==> config.mk <==
export PLATFORM = sky130hd
export DESIGN_NAME = phase_sequencer_flat
export DESIGN_NICKNAME = d
export VERILOG_FILES = /design/src/rtl/phase_sequencer_pkg.sv /design/src/rtl/phase_sequencer_if.sv /design/src/rtl/phase_sequencer_slot_arbiter.sv /design/src/rtl/phase_sequencer.sv /design/src/flat_wrapper.sv
export SDC_FILE = /design/constraint.sdc
export NUM_CORES = 1
export LEC_CHECK = 0
export CORE_MARGIN = 4
export CORE_UTILIZATION = 60
export DETAILED_ROUTE_END_ITERATION = 7
export DONT_BUFFER_PORTS = 1
export PLACE_DENSITY = 0.78
export SKIP_LAST_GASP = 1
export SLEW_MARGIN = 20
export SYNTH_ARGS = -nofsm -noshare
export SYNTH_HDL_FRONTEND = slang
export SYNTH_SLANG_ARGS = --single-unit
==> constraint.sdc <==
create_clock -name clk_i -period 2.01 [get_ports clk_i]
set_input_delay 0.402 -clock clk_i [delete_from_list [all_inputs] [get_ports clk_i]]
set_output_delay 0.402 -clock clk_i [all_outputs]
set_load 0.01 [all_outputs]
==> src/rtl/phase_sequencer_pkg.sv <==
// Shared timing definitions for the word/phase sequencer: state set, phase encoding, defaults.
// Purely declarative; no latency, no backpressure.
package phase_sequencer_pkg;

    localparam int BIT_TIMES_DEFAULT = 14;
    localparam int BT_W              = 4;

    typedef enum logic [1:0] {
        ST_HALT    = 2'd0,
        ST_RUN     = 2'd1,
        ST_STEP    = 2'd2,
        ST_HOLDING = 2'd3
    } seq_state_e;

    // One-hot so the phase register bits drive PA/PB/PC directly.
    typedef enum logic [2:0] {
        PH_A = 3'b001,
        PH_B = 3'b010,
        PH_C = 3'b100
    } phase_e;

    function automatic phase_e next_phase(input phase_e p);
        case (p)
            PH_A:    return PH_B;
            PH_B:    return PH_C;
            default: return PH_A;
        endcase
    endfunction

endpackage

==> src/rtl/phase_sequencer_if.sv <==
// Control inputs and timing outputs of the phase sequencer; master drives controls, slave is the sequencer.
// Wires only; no latency, no backpressure.
interface phase_sequencer_if;
    import phase_sequencer_pkg::*;

    logic            run_i;
    logic            step_i;
    logic            hold_i;
    logic            cpu_req_i;
    logic            dma_req_i;
    logic [BT_W-1:0] bt_o;
    logic            pa_o;
    logic            pb_o;
    logic            pc_o;
    logic            tbc_o;
    logic            word_end_o;
    logic            gnt_cpu_o;
    logic            gnt_dma_o;
    logic            halted_o;

    modport master (
        output run_i, step_i, hold_i, cpu_req_i, dma_req_i,
        input  bt_o, pa_o, pb_o, pc_o, tbc_o, word_end_o, gnt_cpu_o, gnt_dma_o, halted_o
    );

    modport slave (
        input  run_i, step_i, hold_i, cpu_req_i, dma_req_i,
        output bt_o, pa_o, pb_o, pc_o, tbc_o, word_end_o, gnt_cpu_o, gnt_dma_o, halted_o
    );
endinterface

==> src/rtl/phase_sequencer_slot_arbiter.sv <==
// Memory-slot arbiter: DMA-priority with alternation, decided on the word boundary, grant registered (1 cycle).
// No backpressure; halt clears both grants and suppresses arbitration.
module slot_arbiter (
    input  logic clk_i,
    input  logic rstn_i,
    input  logic boundary_i,
    input  logic halt_i,
    input  logic cpu_req_i,
    input  logic dma_req_i,
    output logic gnt_cpu_o,
    output logic gnt_dma_o
);
    logic gnt_cpu_q, gnt_cpu_d;
    logic gnt_dma_q, gnt_dma_d;
    logic last_dma_q, last_dma_d;
    logic dma_wins;
    logic cpu_wins;

    // last_dma_q remembers the most recent actual owner; idle words leave it unchanged.
    always_comb begin
        dma_wins   = dma_req_i && !(cpu_req_i && last_dma_q);
        cpu_wins   = cpu_req_i && !dma_wins;
        gnt_cpu_d  = gnt_cpu_q;
        gnt_dma_d  = gnt_dma_q;
        last_dma_d = last_dma_q;
        if (halt_i) begin
            gnt_cpu_d = 1'b0;
            gnt_dma_d = 1'b0;
        end else if (boundary_i) begin
            gnt_cpu_d = cpu_wins;
            gnt_dma_d = dma_wins;
            if (cpu_wins || dma_wins) begin
                last_dma_d = dma_wins;
            end
        end
    end

    always_ff @(posedge clk_i) begin
        if (!rstn_i) begin
            gnt_cpu_q  <= 1'b0;
            gnt_dma_q  <= 1'b0;
            last_dma_q <= 1'b0;
        end else begin
            gnt_cpu_q  <= gnt_cpu_d;
            gnt_dma_q  <= gnt_dma_d;
            last_dma_q <= last_dma_d;
        end
    end

    assign gnt_cpu_o = gnt_cpu_q;
    assign gnt_dma_o = gnt_dma_q;
endmodule

==> src/rtl/phase_sequencer.sv <==
// Bit-time/phase sequencer with run/step/hold control; word time is PHASES*BIT_TIMES cycles, outputs registered (TBC combinational).
// HOLD stalls on the last bit time of PC until released; no other backpressure.
module phase_sequencer
    import phase_sequencer_pkg::*;
#(
    parameter int BIT_TIMES = BIT_TIMES_DEFAULT,
    parameter int PHASES    = 3
) (
    input  logic             clk_i,
    input  logic             rstn_i,
    phase_sequencer_if.slave bus_io
);
    localparam logic [BT_W-1:0] BT_LAST = BT_W'(BIT_TIMES - 1);
    localparam phase_e          PH_LAST = phase_e'(3'b001 << (PHASES - 1));

    seq_state_e      state_q, state_d;
    logic [BT_W-1:0] bt_q, bt_d;
    phase_e          phase_q, phase_d;
    logic            step_mode_q, step_mode_d;
    logic            word_end_q, word_end_d;
    logic            halted_q;
    logic            last_bt;
    logic            at_word_end;
    logic            boundary;
    logic            tbc;

    always_comb begin
        state_d     = state_q;
        bt_d        = bt_q;
        phase_d     = phase_q;
        step_mode_d = step_mode_q;
        word_end_d  = 1'b0;
        boundary    = 1'b0;
        tbc         = 1'b0;
        last_bt     = (bt_q == BT_LAST);
        at_word_end = last_bt && (phase_q == PH_LAST);

        case (state_q)
            ST_HALT: begin
                bt_d    = '0;
                phase_d = PH_A;
                if (bus_io.run_i) begin
                    state_d     = ST_RUN;
                    step_mode_d = 1'b0;
                end else if (bus_io.step_i) begin
                    state_d     = ST_STEP;
                    step_mode_d = 1'b1;
                end
            end
            ST_RUN, ST_STEP: begin
                if (at_word_end && bus_io.hold_i) begin
                    state_d = ST_HOLDING;
                end else begin
                    tbc = last_bt;
                    if (at_word_end) begin
                        boundary = 1'b1;
                    end else if (last_bt) begin
                        bt_d    = '0;
                        phase_d = next_phase(phase_q);
                    end else begin
                        bt_d = bt_q + 1'b1;
                    end
                end
            end
            ST_HOLDING: begin
                if (!bus_io.hold_i) begin
                    boundary = 1'b1;
                end
            end
            default: state_d = ST_HALT;
        endcase

        // step_mode_q carries the STEP origin through HOLDING so the boundary knows to halt.
        if (boundary) begin
            bt_d       = '0;
            phase_d    = PH_A;
            word_end_d = 1'b1;
            state_d    = (step_mode_q || !bus_io.run_i) ? ST_HALT : ST_RUN;
        end
    end

    always_ff @(posedge clk_i) begin
        if (!rstn_i) begin
            state_q     <= ST_HALT;
            bt_q        <= '0;
            phase_q     <= PH_A;
            step_mode_q <= 1'b0;
            word_end_q  <= 1'b0;
            halted_q    <= 1'b1;
        end else begin
            state_q     <= state_d;
            bt_q        <= bt_d;
            phase_q     <= phase_d;
            step_mode_q <= step_mode_d;
            word_end_q  <= word_end_d;
            halted_q    <= (state_d == ST_HALT);
        end
    end

    slot_arbiter u_slot_arbiter (
        .clk_i      (clk_i),
        .rstn_i     (rstn_i),
        .boundary_i (boundary),
        .halt_i     (state_d == ST_HALT),
        .cpu_req_i  (bus_io.cpu_req_i),
        .dma_req_i  (bus_io.dma_req_i),
        .gnt_cpu_o  (bus_io.gnt_cpu_o),
        .gnt_dma_o  (bus_io.gnt_dma_o)
    );

    assign bus_io.bt_o       = bt_q;
    assign bus_io.pa_o       = phase_q[0];
    assign bus_io.pb_o       = phase_q[1];
    assign bus_io.pc_o       = phase_q[2];
    assign bus_io.tbc_o      = tbc;
    assign bus_io.word_end_o = word_end_q;
    assign bus_io.halted_o   = halted_q;
endmodule

==> src/flat_wrapper.sv <==
// flat-port wrapper written by rule: the top's interface ports become plain ports
module phase_sequencer_flat import phase_sequencer_pkg::*;
#(
    parameter int BIT_TIMES = BIT_TIMES_DEFAULT,
    parameter int PHASES    = 3
)
  (clk_i, rstn_i, bus_io_run_i, bus_io_step_i, bus_io_hold_i, bus_io_cpu_req_i, bus_io_dma_req_i, bus_io_bt_o, bus_io_pa_o, bus_io_pb_o, bus_io_pc_o, bus_io_tbc_o, bus_io_word_end_o, bus_io_gnt_cpu_o, bus_io_gnt_dma_o, bus_io_halted_o);
  phase_sequencer_if bus_io_i ();
  input  logic clk_i;
  input  logic rstn_i;
  input wire logic [$bits(bus_io_i.run_i)-1:0] bus_io_run_i;
  input wire logic [$bits(bus_io_i.step_i)-1:0] bus_io_step_i;
  input wire logic [$bits(bus_io_i.hold_i)-1:0] bus_io_hold_i;
  input wire logic [$bits(bus_io_i.cpu_req_i)-1:0] bus_io_cpu_req_i;
  input wire logic [$bits(bus_io_i.dma_req_i)-1:0] bus_io_dma_req_i;
  output wire logic [$bits(bus_io_i.bt_o)-1:0] bus_io_bt_o;
  output wire logic [$bits(bus_io_i.pa_o)-1:0] bus_io_pa_o;
  output wire logic [$bits(bus_io_i.pb_o)-1:0] bus_io_pb_o;
  output wire logic [$bits(bus_io_i.pc_o)-1:0] bus_io_pc_o;
  output wire logic [$bits(bus_io_i.tbc_o)-1:0] bus_io_tbc_o;
  output wire logic [$bits(bus_io_i.word_end_o)-1:0] bus_io_word_end_o;
  output wire logic [$bits(bus_io_i.gnt_cpu_o)-1:0] bus_io_gnt_cpu_o;
  output wire logic [$bits(bus_io_i.gnt_dma_o)-1:0] bus_io_gnt_dma_o;
  output wire logic [$bits(bus_io_i.halted_o)-1:0] bus_io_halted_o;
  assign bus_io_i.run_i = bus_io_run_i;
  assign bus_io_i.step_i = bus_io_step_i;
  assign bus_io_i.hold_i = bus_io_hold_i;
  assign bus_io_i.cpu_req_i = bus_io_cpu_req_i;
  assign bus_io_i.dma_req_i = bus_io_dma_req_i;
  assign bus_io_bt_o = bus_io_i.bt_o;
  assign bus_io_pa_o = bus_io_i.pa_o;
  assign bus_io_pb_o = bus_io_i.pb_o;
  assign bus_io_pc_o = bus_io_i.pc_o;
  assign bus_io_tbc_o = bus_io_i.tbc_o;
  assign bus_io_word_end_o = bus_io_i.word_end_o;
  assign bus_io_gnt_cpu_o = bus_io_i.gnt_cpu_o;
  assign bus_io_gnt_dma_o = bus_io_i.gnt_dma_o;
  assign bus_io_halted_o = bus_io_i.halted_o;
  phase_sequencer #(.BIT_TIMES(BIT_TIMES), .PHASES(PHASES)) u_core (.clk_i(clk_i), .rstn_i(rstn_i), .bus_io(bus_io_i));
endmodule
==> metrics.yaml <==
clock_network:
  cts_made_buffers: 3
  cts_tree: "done"
  cts.sinks: 15
  cts-hold-fix-buffers: 0
  htreeDepth: 1
  insertion_delay_ns: 0.29
  path_clk_slew_ns: 0.10
  cts-root-buf: "clkbuf_4"
  cts_buffer_depth: 2
cells_and_area:
  area_growth_pct: 6.59
  regArea_um2: 300
  antennaDiodeCount: 0
  nFillCells: 112
  drive_above_1_share_pct: 18.2
  stdcell_count: 125
  final_nets: 123
  multi_input_area_um2: 552
  stdcell_area_um2: 951
route:
  wirelength_mm: 1.92
  viasPerCell: 6.08
  dr.pass1.iters: 4
  vias: 760
  dr.first_iter.drc_count: 32
  drc: 0
  wl_per_cell_um: 15.3
  ant_nets: 0
sta:
  fin_crit_ns: 1.95
  hold_viol_final: 0
  timing.hold.ws_ns: 0.180
  setup-violations-final: 0
  setup_ws_ns: 0.0601
  period_share_pct: 97.0
  clock.fmax_mhz: 513
  slew_headroom_pct: 71.5
  clock_skew_ns: 0.00327
  worstMarginPinSlew_ns: 0.426
  rsz0062_at_grt: "yes"
  drv_slew: 0
power:
  p_leak_uw: 0.000375
  irDropWorstVdd_mv: 0.492
  p_switching_uw: 171
  clockPowerShare_pct: 30.4
  p_seq_share_pct: 53.6
  internal_power_uw: 423
  p_sw_share_pct: 28.7
  p_per_area_nw_per_um2: 624
  combPwrFrac_pct: 16.0
worst_setup_path:
  r2r_start: "u_core.state_q[1]"
  rrSetupSlack_ns: 0.15
  path_class: "reg -> out"
  crit_cells: 4
  crit_start: "u_core.state_q[1]"
  r2r-end: "u_core.u_slot_arbiter.last_dma_q"
  path_buf_inv: 1
  path_cells: "inv_1 > ha_1 > nand4_1 > a21oi_2"
  reg2reg_depth: 7
  cp-end-kind: "output pin"
  cp.arrival_ns: 1.55
  cp_slowest_cell: "dfxtp_1"
  cp_top_family: "flip-flops"
  crit_path_end: "bus_io_tbc_o"
  path_max_fanout: 5
  cp-start-kind: "flip-flop"
  cp_slowest_stage_delay_ns: 0.40
  required_ns: 1.61
synthesis:
  syn_avg_cell_area_um2: 8.50
  postSynthCellCount: 105
  yosys_warnings: 0
  syn_area_um2: 892
  netlist.top_cell.by_area: "dfxtp_1"
  synth_seq_cells: 15
  yosysTopAreaCellShare_pct: 33.7
  synth.top_cells.by_area: "dfxtp_1, ha_1, nor2_1"
  synth_cell_types: 38
  syn_nets: 117
  synth-seq-area-share_pct: 33.7
run:
  cap_violations: 0
worst_hold_path:
  hold_class: "in -> reg"
  hp-start: "rstn_i"
global_routing:
  grt_pass1_wl_mm: 3.07
  grt-ovfl-total: 0
  grt.total_usage_pct: 20.1
  grt_pass1_vias: 706
  antenna_found_initial: 0
  grt_max_degree: 11
placed_design:
  dp_cells: 121
  post_dp_cell_area_um2: 911
  pre_cts_ws_ns: 0.126
  numPortBuffers: 0
  dpl.hpwl_mm: 1.38
  finalWeightedCongestion: 0.765
floorplanning:
  row_count: 13
  core-area_um2: 1350
  die_h_um: 46.6
  ios: 19
  dieArea_um2: 2170
  die_w_um: 46.6
  initial_core_util_pct: 66.1
run_status:
  status: "completed"
## layer usage
layer  part of all wire, %  routed length, um  up-vias  global-route usage, %
li1                      -                  -      379                      -
met5                     0                  0        -                      0
met1                    44                835      340                   25.7
met3                    11                211        4                   5.86
met2                    44                836       37                   30.2
met4                   1.7                 32        0                   10.2
## cell usage in the layout (no fill, tap or decap), types with 3 or more instances in the layout
| cell | instances |
|---|---|
| a31oi_1 | 4 |
| nand3_1 | 6 |
| dfxtp_1 | 15 |
| nor2_1 | 14 |
| ha_1 | 5 |
| nand4_1 | 3 |
| inv_1 | 6 |
| nand2_1 | 6 |
| clkbuf_4 | 3 |
| a21oi_1 | 6 |
| buf_4 | 4 |
| o21ai_0 | 4 |
## cell usage after synthesis, drive strengths merged
library cell and number:
a21oi 7, a221oi 1, a22o 1, a311oi 1, a31oi 4, and2 2, and2b 2, and3 3
buf 3, dfxtp 15, ha 5, inv 6, mux2i 1, nand2 6, nand2b 1, nand3 7
nand4 3, nand4bb 1, nor2 14, nor2b 3, nor3 1, nor3b 1, o211ai 2, o21a 1
o21ai 6, o22ai 1, o41ai 1, or2 2, or2b 1, xnor2 1, xor2 2
## state kept, by name, indices dropped and copies added, names as in the netlist
register,cells
u_core.u_slot_arbiter.gnt_cpu_o,1
u_core.bus_io.bt_o,4
u_core.bus_io.halted_o,1
u_core.state_q,2
u_core.step_mode_q,1
u_core.bus_io.word_end_o,1
u_core.u_slot_arbiter.last_dma_q,1
u_core.u_slot_arbiter.gnt_dma_o,1
u_core.phase_q,3
## worst register-to-register path, delay by kind of cell (launching register included)
kind,cells,cell delay [ns]
buf+inv,1,0.10
fa+ha+maj,1,0.34
compound gates,2,0.42
flops,1,0.40
simple gates,3,0.48
## worst min path at each step
stage / endpoint / depth (start not counted)
after detailed placement: u_core.phase_q[0] / 1
after floorplan: u_core.u_slot_arbiter.last_dma_q / 2
final: u_core.phase_q[0] / 1
after CTS: u_core.phase_q[0] / 1
after global routing: u_core.phase_q[0] / 1
after global placement: u_core.phase_q[0] / 1
## power groups by stage
stage	registers [uW]	logic (uW)	clock network, uW
final	318	94.9	181
after global routing	318	107	193
after CTS	317	92.4	181
after detailed placement	324	91.5	0
after global placement	324	90.5	0
after floorplan	325	77.4	0
## cell families (layout without fill, tap and decap cells)
family | Yosys count | count (layout) | share of synthesized area (%)
simple gates | 47 | 47 | 29.7
fa+ha+maj | 5 | 5 | 7.01
flops | 15 | 15 | 33.7
xor+xnor | 3 | 3 | 2.95
buf+inv | 9 | 14 | 5.89
compound gates | 25 | 25 | 19.6
mux | 1 | 1 | 1.12
## final cells by class
| cell class | count | area share, % |
|---|---|---|
| Multi-Input combinational cell | 81 | 58.0 |
| Sequential cell | 15 | 31.6 |
| Timing Repair Buffer | 4 | 3.16 |
| Clock buffer | 3 | 2.37 |
| Inverter | 6 | 2.37 |
| Tap cell | 15 | 1.97 |
| Clock inverter | 1 | 0.526 |
## metrics by stage
stage	setup TNS (ns)	total power [uW]	utilization, %
floorplan	0	402	-
global placement	0	415	67.5
detailed placement	0	416	67.5
CTS	0	591	69.5
global route	-0.0651	619	70.4
finish	0	593	70.4
## what timing repair did
item | CTS | global route
resized for setup | 0 | 3
endpoints found under the setup margin | 0 | 2
setup buffers | 0 | 0
No activity file was read; power rests on OpenSTA's default activity.
